[config.mk]
export PLATFORM = sky130hd
export DESIGN_NAME = pyramid_mem_arbiter_flat
export DESIGN_NICKNAME = d
export VERILOG_FILES = /design/src/rtl/pyramid_mem_arbiter_if.sv /design/src/rtl/pyramid_mem_arbiter.sv /design/src/flat_wrapper.sv
export SDC_FILE = /design/constraint.sdc
export NUM_CORES = 1
export LEC_CHECK = 0
export BUFFER_PORTS_ARGS = -buffer_cell sky130_fd_sc_hd__clkbuf_2
export CAP_MARGIN = 20
export CORE_MARGIN = 2
export CORE_UTILIZATION = 46
export DETAILED_ROUTE_END_ITERATION = 6
export PLACE_DENSITY = 0.74
export SLEW_MARGIN = 20
export SYNTH_ARGS = -nofsm -noshare
export SYNTH_HDL_FRONTEND = slang
export SYNTH_SLANG_ARGS = --single-unit
[constraint.sdc]
create_clock -name clk -period 11.1 [get_ports clk]
set_input_delay 3.33 -clock clk [delete_from_list [all_inputs] [get_ports clk]]
set_output_delay 3.33 -clock clk [all_outputs]
set_load 0.1 [all_outputs]
[src/rtl/pyramid_mem_arbiter_if.sv]
// Read-port bundle between the pyramid engines, the arbiter and the frame/flow buffer.
// The master side is the requester/memory environment; the slave side is the arbiter.
interface pyramid_mem_arbiter_if #(
    parameter int unsigned NUM_REQ = 5,
    parameter int unsigned ADDR_W  = 17,
    parameter int unsigned DATA_W  = 16
);
    logic                        pri_en;
    logic [2:0]                  pri_id;
    logic [NUM_REQ-1:0]          req;
    logic [NUM_REQ*ADDR_W-1:0]   req_addr;
    logic [NUM_REQ-1:0]          gnt;
    logic [NUM_REQ-1:0]          rvalid;
    logic [DATA_W-1:0]           rdata;
    logic                        mem_rd_en;
    logic [ADDR_W-1:0]           mem_rd_addr;
    logic [DATA_W-1:0]           mem_rd_data;
    logic                        busy;

    modport master (
        output pri_en, pri_id, req, req_addr, mem_rd_data,
        input  gnt, rvalid, rdata, mem_rd_en, mem_rd_addr, busy
    );

    modport slave (
        input  pri_en, pri_id, req, req_addr, mem_rd_data,
        output gnt, rvalid, rdata, mem_rd_en, mem_rd_addr, busy
    );
endinterface

[src/rtl/pyramid_mem_arbiter.sv]
// Single-port read arbiter for the pyramid engines: stage-owner priority over round-robin,
// one grant per cycle, returns routed back through a fixed-latency ID pipeline.
module pyramid_mem_arbiter #(
    parameter int unsigned NUM_REQ    = 5,
    parameter int unsigned ADDR_W     = 17,
    parameter int unsigned DATA_W     = 16,
    parameter int unsigned RD_LATENCY = 2
) (
    input  logic                  clk,
    input  logic                  rst,
    pyramid_mem_arbiter_if.slave  bus
);
    localparam int unsigned IDX_W = (NUM_REQ > 1) ? $clog2(NUM_REQ) : 1;

    logic [IDX_W-1:0]                  rr_ptr_q, rr_ptr_d;
    logic                              mem_rd_en_q;
    logic [ADDR_W-1:0]                 mem_rd_addr_q;
    logic [RD_LATENCY:0]               pipe_vld_q;
    logic [RD_LATENCY:0][IDX_W-1:0]    pipe_id_q;
    logic [NUM_REQ-1:0]                rvalid_q, rvalid_d;
    logic [DATA_W-1:0]                 rdata_q;

    logic                              pri_hit;
    logic                              gnt_any;
    logic                              rr_grant;
    logic [IDX_W-1:0]                  gnt_idx;
    logic [IDX_W-1:0]                  cand_idx;
    logic [NUM_REQ-1:0]                gnt_vec;
    logic [ADDR_W-1:0]                 sel_addr;

    // Out-of-range pri_id is not an error; it just falls through to round-robin.
    always_comb begin
        pri_hit = 1'b0;
        if (bus.pri_en && (32'(bus.pri_id) < NUM_REQ)) begin
            pri_hit = bus.req[bus.pri_id];
        end
    end

    always_comb begin
        gnt_any  = 1'b0;
        rr_grant = 1'b0;
        gnt_idx  = '0;
        cand_idx = '0;
        if (!rst) begin
            if (pri_hit) begin
                gnt_any = 1'b1;
                gnt_idx = IDX_W'(bus.pri_id);
            end else begin
                for (int unsigned k = 0; k < NUM_REQ; k++) begin
                    cand_idx = IDX_W'((32'(rr_ptr_q) + k) % NUM_REQ);
                    if (!gnt_any && bus.req[cand_idx]) begin
                        gnt_any  = 1'b1;
                        rr_grant = 1'b1;
                        gnt_idx  = cand_idx;
                    end
                end
            end
        end
    end

    always_comb begin
        gnt_vec = '0;
        if (gnt_any) begin
            gnt_vec[gnt_idx] = 1'b1;
        end
    end

    always_comb begin
        rr_ptr_d = rr_ptr_q;
        if (rr_grant) begin
            rr_ptr_d = (32'(gnt_idx) == NUM_REQ - 1) ? '0 : gnt_idx + 1'b1;
        end
    end

    assign sel_addr = bus.req_addr[32'(gnt_idx) * ADDR_W +: ADDR_W];

    always_comb begin
        rvalid_d = '0;
        if (pipe_vld_q[RD_LATENCY]) begin
            rvalid_d[pipe_id_q[RD_LATENCY]] = 1'b1;
        end
    end

    // Reset flushes the ID pipeline, so reads in flight never produce an rvalid.
    always_ff @(posedge clk or posedge rst) begin
        if (rst) begin
            rr_ptr_q      <= '0;
            mem_rd_en_q   <= 1'b0;
            mem_rd_addr_q <= '0;
            pipe_vld_q    <= '0;
            pipe_id_q     <= '0;
            rvalid_q      <= '0;
            rdata_q       <= '0;
        end else begin
            rr_ptr_q    <= rr_ptr_d;
            mem_rd_en_q <= gnt_any;
            if (gnt_any) begin
                mem_rd_addr_q <= sel_addr;
            end
            pipe_vld_q <= {pipe_vld_q[RD_LATENCY-1:0], gnt_any};
            pipe_id_q  <= {pipe_id_q[RD_LATENCY-1:0], gnt_idx};
            rvalid_q   <= rvalid_d;
            if (pipe_vld_q[RD_LATENCY]) begin
                rdata_q <= bus.mem_rd_data;
            end
        end
    end

    assign bus.gnt         = gnt_vec;
    assign bus.rvalid      = rvalid_q;
    assign bus.rdata       = rdata_q;
    assign bus.mem_rd_en   = mem_rd_en_q;
    assign bus.mem_rd_addr = mem_rd_addr_q;
    assign bus.busy        = (|pipe_vld_q) | mem_rd_en_q;

endmodule

[src/flat_wrapper.sv]
// flat-port wrapper written by rule: the top's interface ports become plain ports
module pyramid_mem_arbiter_flat 
#(
    parameter int unsigned NUM_REQ    = 5,
    parameter int unsigned ADDR_W     = 17,
    parameter int unsigned DATA_W     = 16,
    parameter int unsigned RD_LATENCY = 2
)
  (clk, rst, bus_pri_en, bus_pri_id, bus_req, bus_req_addr, bus_mem_rd_data, bus_gnt, bus_rvalid, bus_rdata, bus_mem_rd_en, bus_mem_rd_addr, bus_busy);
  pyramid_mem_arbiter_if #(.NUM_REQ(NUM_REQ), .ADDR_W(ADDR_W), .DATA_W(DATA_W)) bus_i ();
  input  logic clk;
  input  logic rst;
  input wire logic [$bits(bus_i.pri_en)-1:0] bus_pri_en;
  input wire logic [$bits(bus_i.pri_id)-1:0] bus_pri_id;
  input wire logic [$bits(bus_i.req)-1:0] bus_req;
  input wire logic [$bits(bus_i.req_addr)-1:0] bus_req_addr;
  input wire logic [$bits(bus_i.mem_rd_data)-1:0] bus_mem_rd_data;
  output wire logic [$bits(bus_i.gnt)-1:0] bus_gnt;
  output wire logic [$bits(bus_i.rvalid)-1:0] bus_rvalid;
  output wire logic [$bits(bus_i.rdata)-1:0] bus_rdata;
  output wire logic [$bits(bus_i.mem_rd_en)-1:0] bus_mem_rd_en;
  output wire logic [$bits(bus_i.mem_rd_addr)-1:0] bus_mem_rd_addr;
  output wire logic [$bits(bus_i.busy)-1:0] bus_busy;
  assign bus_i.pri_en = bus_pri_en;
  assign bus_i.pri_id = bus_pri_id;
  assign bus_i.req = bus_req;
  assign bus_i.req_addr = bus_req_addr;
  assign bus_i.mem_rd_data = bus_mem_rd_data;
  assign bus_gnt = bus_i.gnt;
  assign bus_rvalid = bus_i.rvalid;
  assign bus_rdata = bus_i.rdata;
  assign bus_mem_rd_en = bus_i.mem_rd_en;
  assign bus_mem_rd_addr = bus_i.mem_rd_addr;
  assign bus_busy = bus_i.busy;
  pyramid_mem_arbiter #(.NUM_REQ(NUM_REQ), .ADDR_W(ADDR_W), .DATA_W(DATA_W), .RD_LATENCY(RD_LATENCY)) u_core (.clk(clk), .rst(rst), .bus(bus_i));
endmodule
==> metrics <==
Final Skew=0.01402 ns; CTS Buf Count=5; number of warnings reported in the yosys synthesis log=0; simple-gate portion of the synthesized area=a little under a fifth; mapped cell area=around 4600 µm²; wire length of the first global-routing pass=23620 µm; slowest cell on the critical path=sky130_fd_sc_hd__clkbuf_2; hold buffer count at cts=0; Worst Setup End Kind=output port; outcome=finished, final reports clean; Vert. Die Dim=103.6 µm; largest fanout on the critical path=21; number of clock sinks=53; ratio of cells with drive above 1 in the final layout=32.78%; number of fillers in the final layout=876; register bit total from synthesis=53; via count of the first global-routing pass=approximately 4600; share of the yosys chip area belonging to registers=a little under 30%; count of pins over their slew limit=0; final core utilization=56.64%; area occupied by multi-input gates=2918 µm²; diodes inserted=0; DR vias/cell=6.111; wire per inst=18.58 µm; adder-cell share of the synthesized area=5.757%; I/O Pins=157; FFs w/ async S/R, synth=between 90% and 100%; GP Congestion=0.9966; Initial Utilization=47.13%; standard cell core area=roughly 9700 µm²; fraction of the mapped netlist area in compound gates=between 20 and 30%; FF+latch area=1326 µm²; multiplexer fraction of the synthesized cell area=8.882%; Setup Viol. Count Final=0; launch point of the critical path=bus_req[3]; HP Start=u_core.pipe_id_q[5]; count of input and output buffers=156; Detail Route Antenna Nets=0; global-route usage over all layers=26.68%; Clock Latency Late Sink=0.31 ns; minimum period implied by the final worst setup slack=9.756 ns; Mapped Avg Cell Area=8.596 µm²; layout net count=794; launch point of the worst reg-to-reg path=u_core.rr_ptr_q[1]; register clock-pin slew on the reported worst setup and hold paths=0.09 ns; commonest non-fill, non-tap cells in the layout=sky130_fd_sc_hd__clkbuf_2 (156), sky130_fd_sc_hd__dfrtp_1 (53), sky130_fd_sc_hd__nor2_1 (38), sky130_fd_sc_hd__nand4_1 (37), sky130_fd_sc_hd__o31ai_1 (36); startpoint type of the worst setup path=input port; First-pass DRT Iterations=5; reg2reg setup slack=5.39 ns; CP dominant cell by count=sky130_fd_sc_hd__clkbuf_2; kind of critical path=input port to output port; highest cell delay on the worst timing path=0.52 ns; TritonCTS clock tree=yes; number of antenna violations at the first check in global routing=0; Area growth, synth to finish=20.18%; Worst Path Required=7.77 ns; Resize count post-CTS=0; total length of routed wires=14770 µm; main combinational cell family by area after synthesis=compound AO/OA/AOI/OAI gates; unrepaired setup endpoints after global routing=false; Detailed Place HPWL=10910 µm; maximum level of the CTS H-tree=2; Max-Cap Viols=0; via total after detailed routing=roughly 4900; die area=10740 µm²; post-route setup TNS=0 ns; cell chain of the critical path=clkbuf_2, inv_1, mux4_2, a211oi_1, nor2_1, mux2i_1, o211ai_2, buf_4, inv_2, nand2b_1, nor3_1, clkbuf_2; top flip-flop cell by instance count after synthesis=sky130_fd_sc_hd__dfrtp_1; data arrival time of the critical path=6.43 ns; most common cell after layout, fill and taps aside=sky130_fd_sc_hd__clkbuf_2; post-synthesis instance total=531; share of the clock period used by the worst path after layout=87.89%; maximum buffer depth of the clock tree=2; count of unresolved DRC violations after routing=0; largest net degree at the start of global routing=56; number of buffers inserted to repair setup after CTS=0; 1st-iter DRT viols=354; timing-limited maximum frequency=102.5 MHz; area share of xor/xnor cells in the synthesized design=1.727%; slew at the pin closest to its max-slew limit=0.7642 ns; Netlist cell types=65; root buffer cell=sky130_fd_sc_hd__clkbuf_8; number of enable flip-flop cells after synthesis=0; row count=36; type of the worst min-delay path=flip-flop to flip-flop; Congestion Overflow GR=0; Max-slew headroom=49.05%; net count of the mapped netlist=664; die outline width=slightly above 100 µm; Final Hold Violating Endpoints=0; worst hold-check slack=0.3583 ns
## sequential cells by signal, summed over array words and instances (netlist names)
name	count
u_core.bus.mem_rd_addr	17
u_core.bus.rdata	16
u_core.pipe_id_q	9
u_core.bus.rvalid	5
u_core.pipe_vld_q	3
u_core.rr_ptr_q	3
## critical path, delay by kind of cell
family                 cells  cell delay (ns)
AO/OA/AOI/OAI              2             0.53
buffers and inverters      5             1.32
multiplexers               2             0.73
AND/OR/NAND/NOR            3             0.50
## per-layer routing
layer | GRT usage [%] | up-vias | share of wire [%]
met2 | 43.14 | 238 | 47
met3 | 4.091 | 32 | 7.3
met1 | 36.92 | 2310 | 43
li1 | - | 2278 | -
met4 | 8.301 | 0 | 2.3
met5 | 0 | - | 0
## cell usage after synthesis (all sizes together) (3+ instances only)
library cell	count	share of area [%]
a211o	20	3.8
a211oi	7	1.3
a21o	20	3.3
a21oi	36	4.0
a31oi	20	2.7
and2	3	0.41
buf	32	3.9
clkbuf	14	1.2
dfrtp	53	29
ha	21	5.8
inv	25	2.1
mux2	18	4.4
mux2i	10	2.5
mux4	4	2.0
nand2	26	2.2
nand2b	8	1.1
nand3	8	0.99
nand4	37	5.1
nor2	38	3.1
nor2b	3	0.41
nor3	15	1.9
nor4	4	0.55
o211ai	6	1.1
o21a	4	0.66
o21ai	22	2.5
o22ai	3	0.41
o31ai	36	5.9
xnor2	7	1.3
## final timing paths
path / to / cells past startpoint
worst max-delay path: bus_gnt[0] / 12
worst min-delay path: u_core.pipe_id_q[8] / 0
worst max register to register: u_core.bus.mem_rd_addr[4] / 21
worst min register to register: u_core.pipe_id_q[8] / 0
max in group asynchronous: u_core.bus.mem_rd_addr[12] / 3
min in group asynchronous: u_core.bus.mem_rd_addr[3] / 3
## metrics by stage
stage / instances / setup slack (ns) / cell area (µm²)
2_1_floorplan: 531 / 0.3560 / 4564
3_3_place_gp: 785 / 1.388 / 5371
3_5_place_dp: 785 / 1.330 / 5371
4_1_cts: 793 / 1.320 / 5459
5_1_grt: 795 / 1.036 / 5485
6_report: 795 / 1.344 / 5485
## final cells by class
class / instances / area share, %
clock buffers: 6 / 1.323
repair buffers: 169 / 16.22
inverters: 26 / 1.779
flip-flops and latches: 53 / 24.18
multi-input cells: 406 / 53.19
well taps: 133 / 3.034
clock inverters: 2 / 0.2737
## cells by family after synthesis
logic type,count (synthesis)
multiplexers,32
adder cells (fa/ha/maj),21
XOR/XNOR,9
buffers and inverters,72
AO/OA/AOI/OAI,187
AND/OR/NAND/NOR,157
flip-flops,53
Power is left out: the tool's default activity adds up to more than one toggle a clock period on the data nets, which glitch-free logic cannot reach.
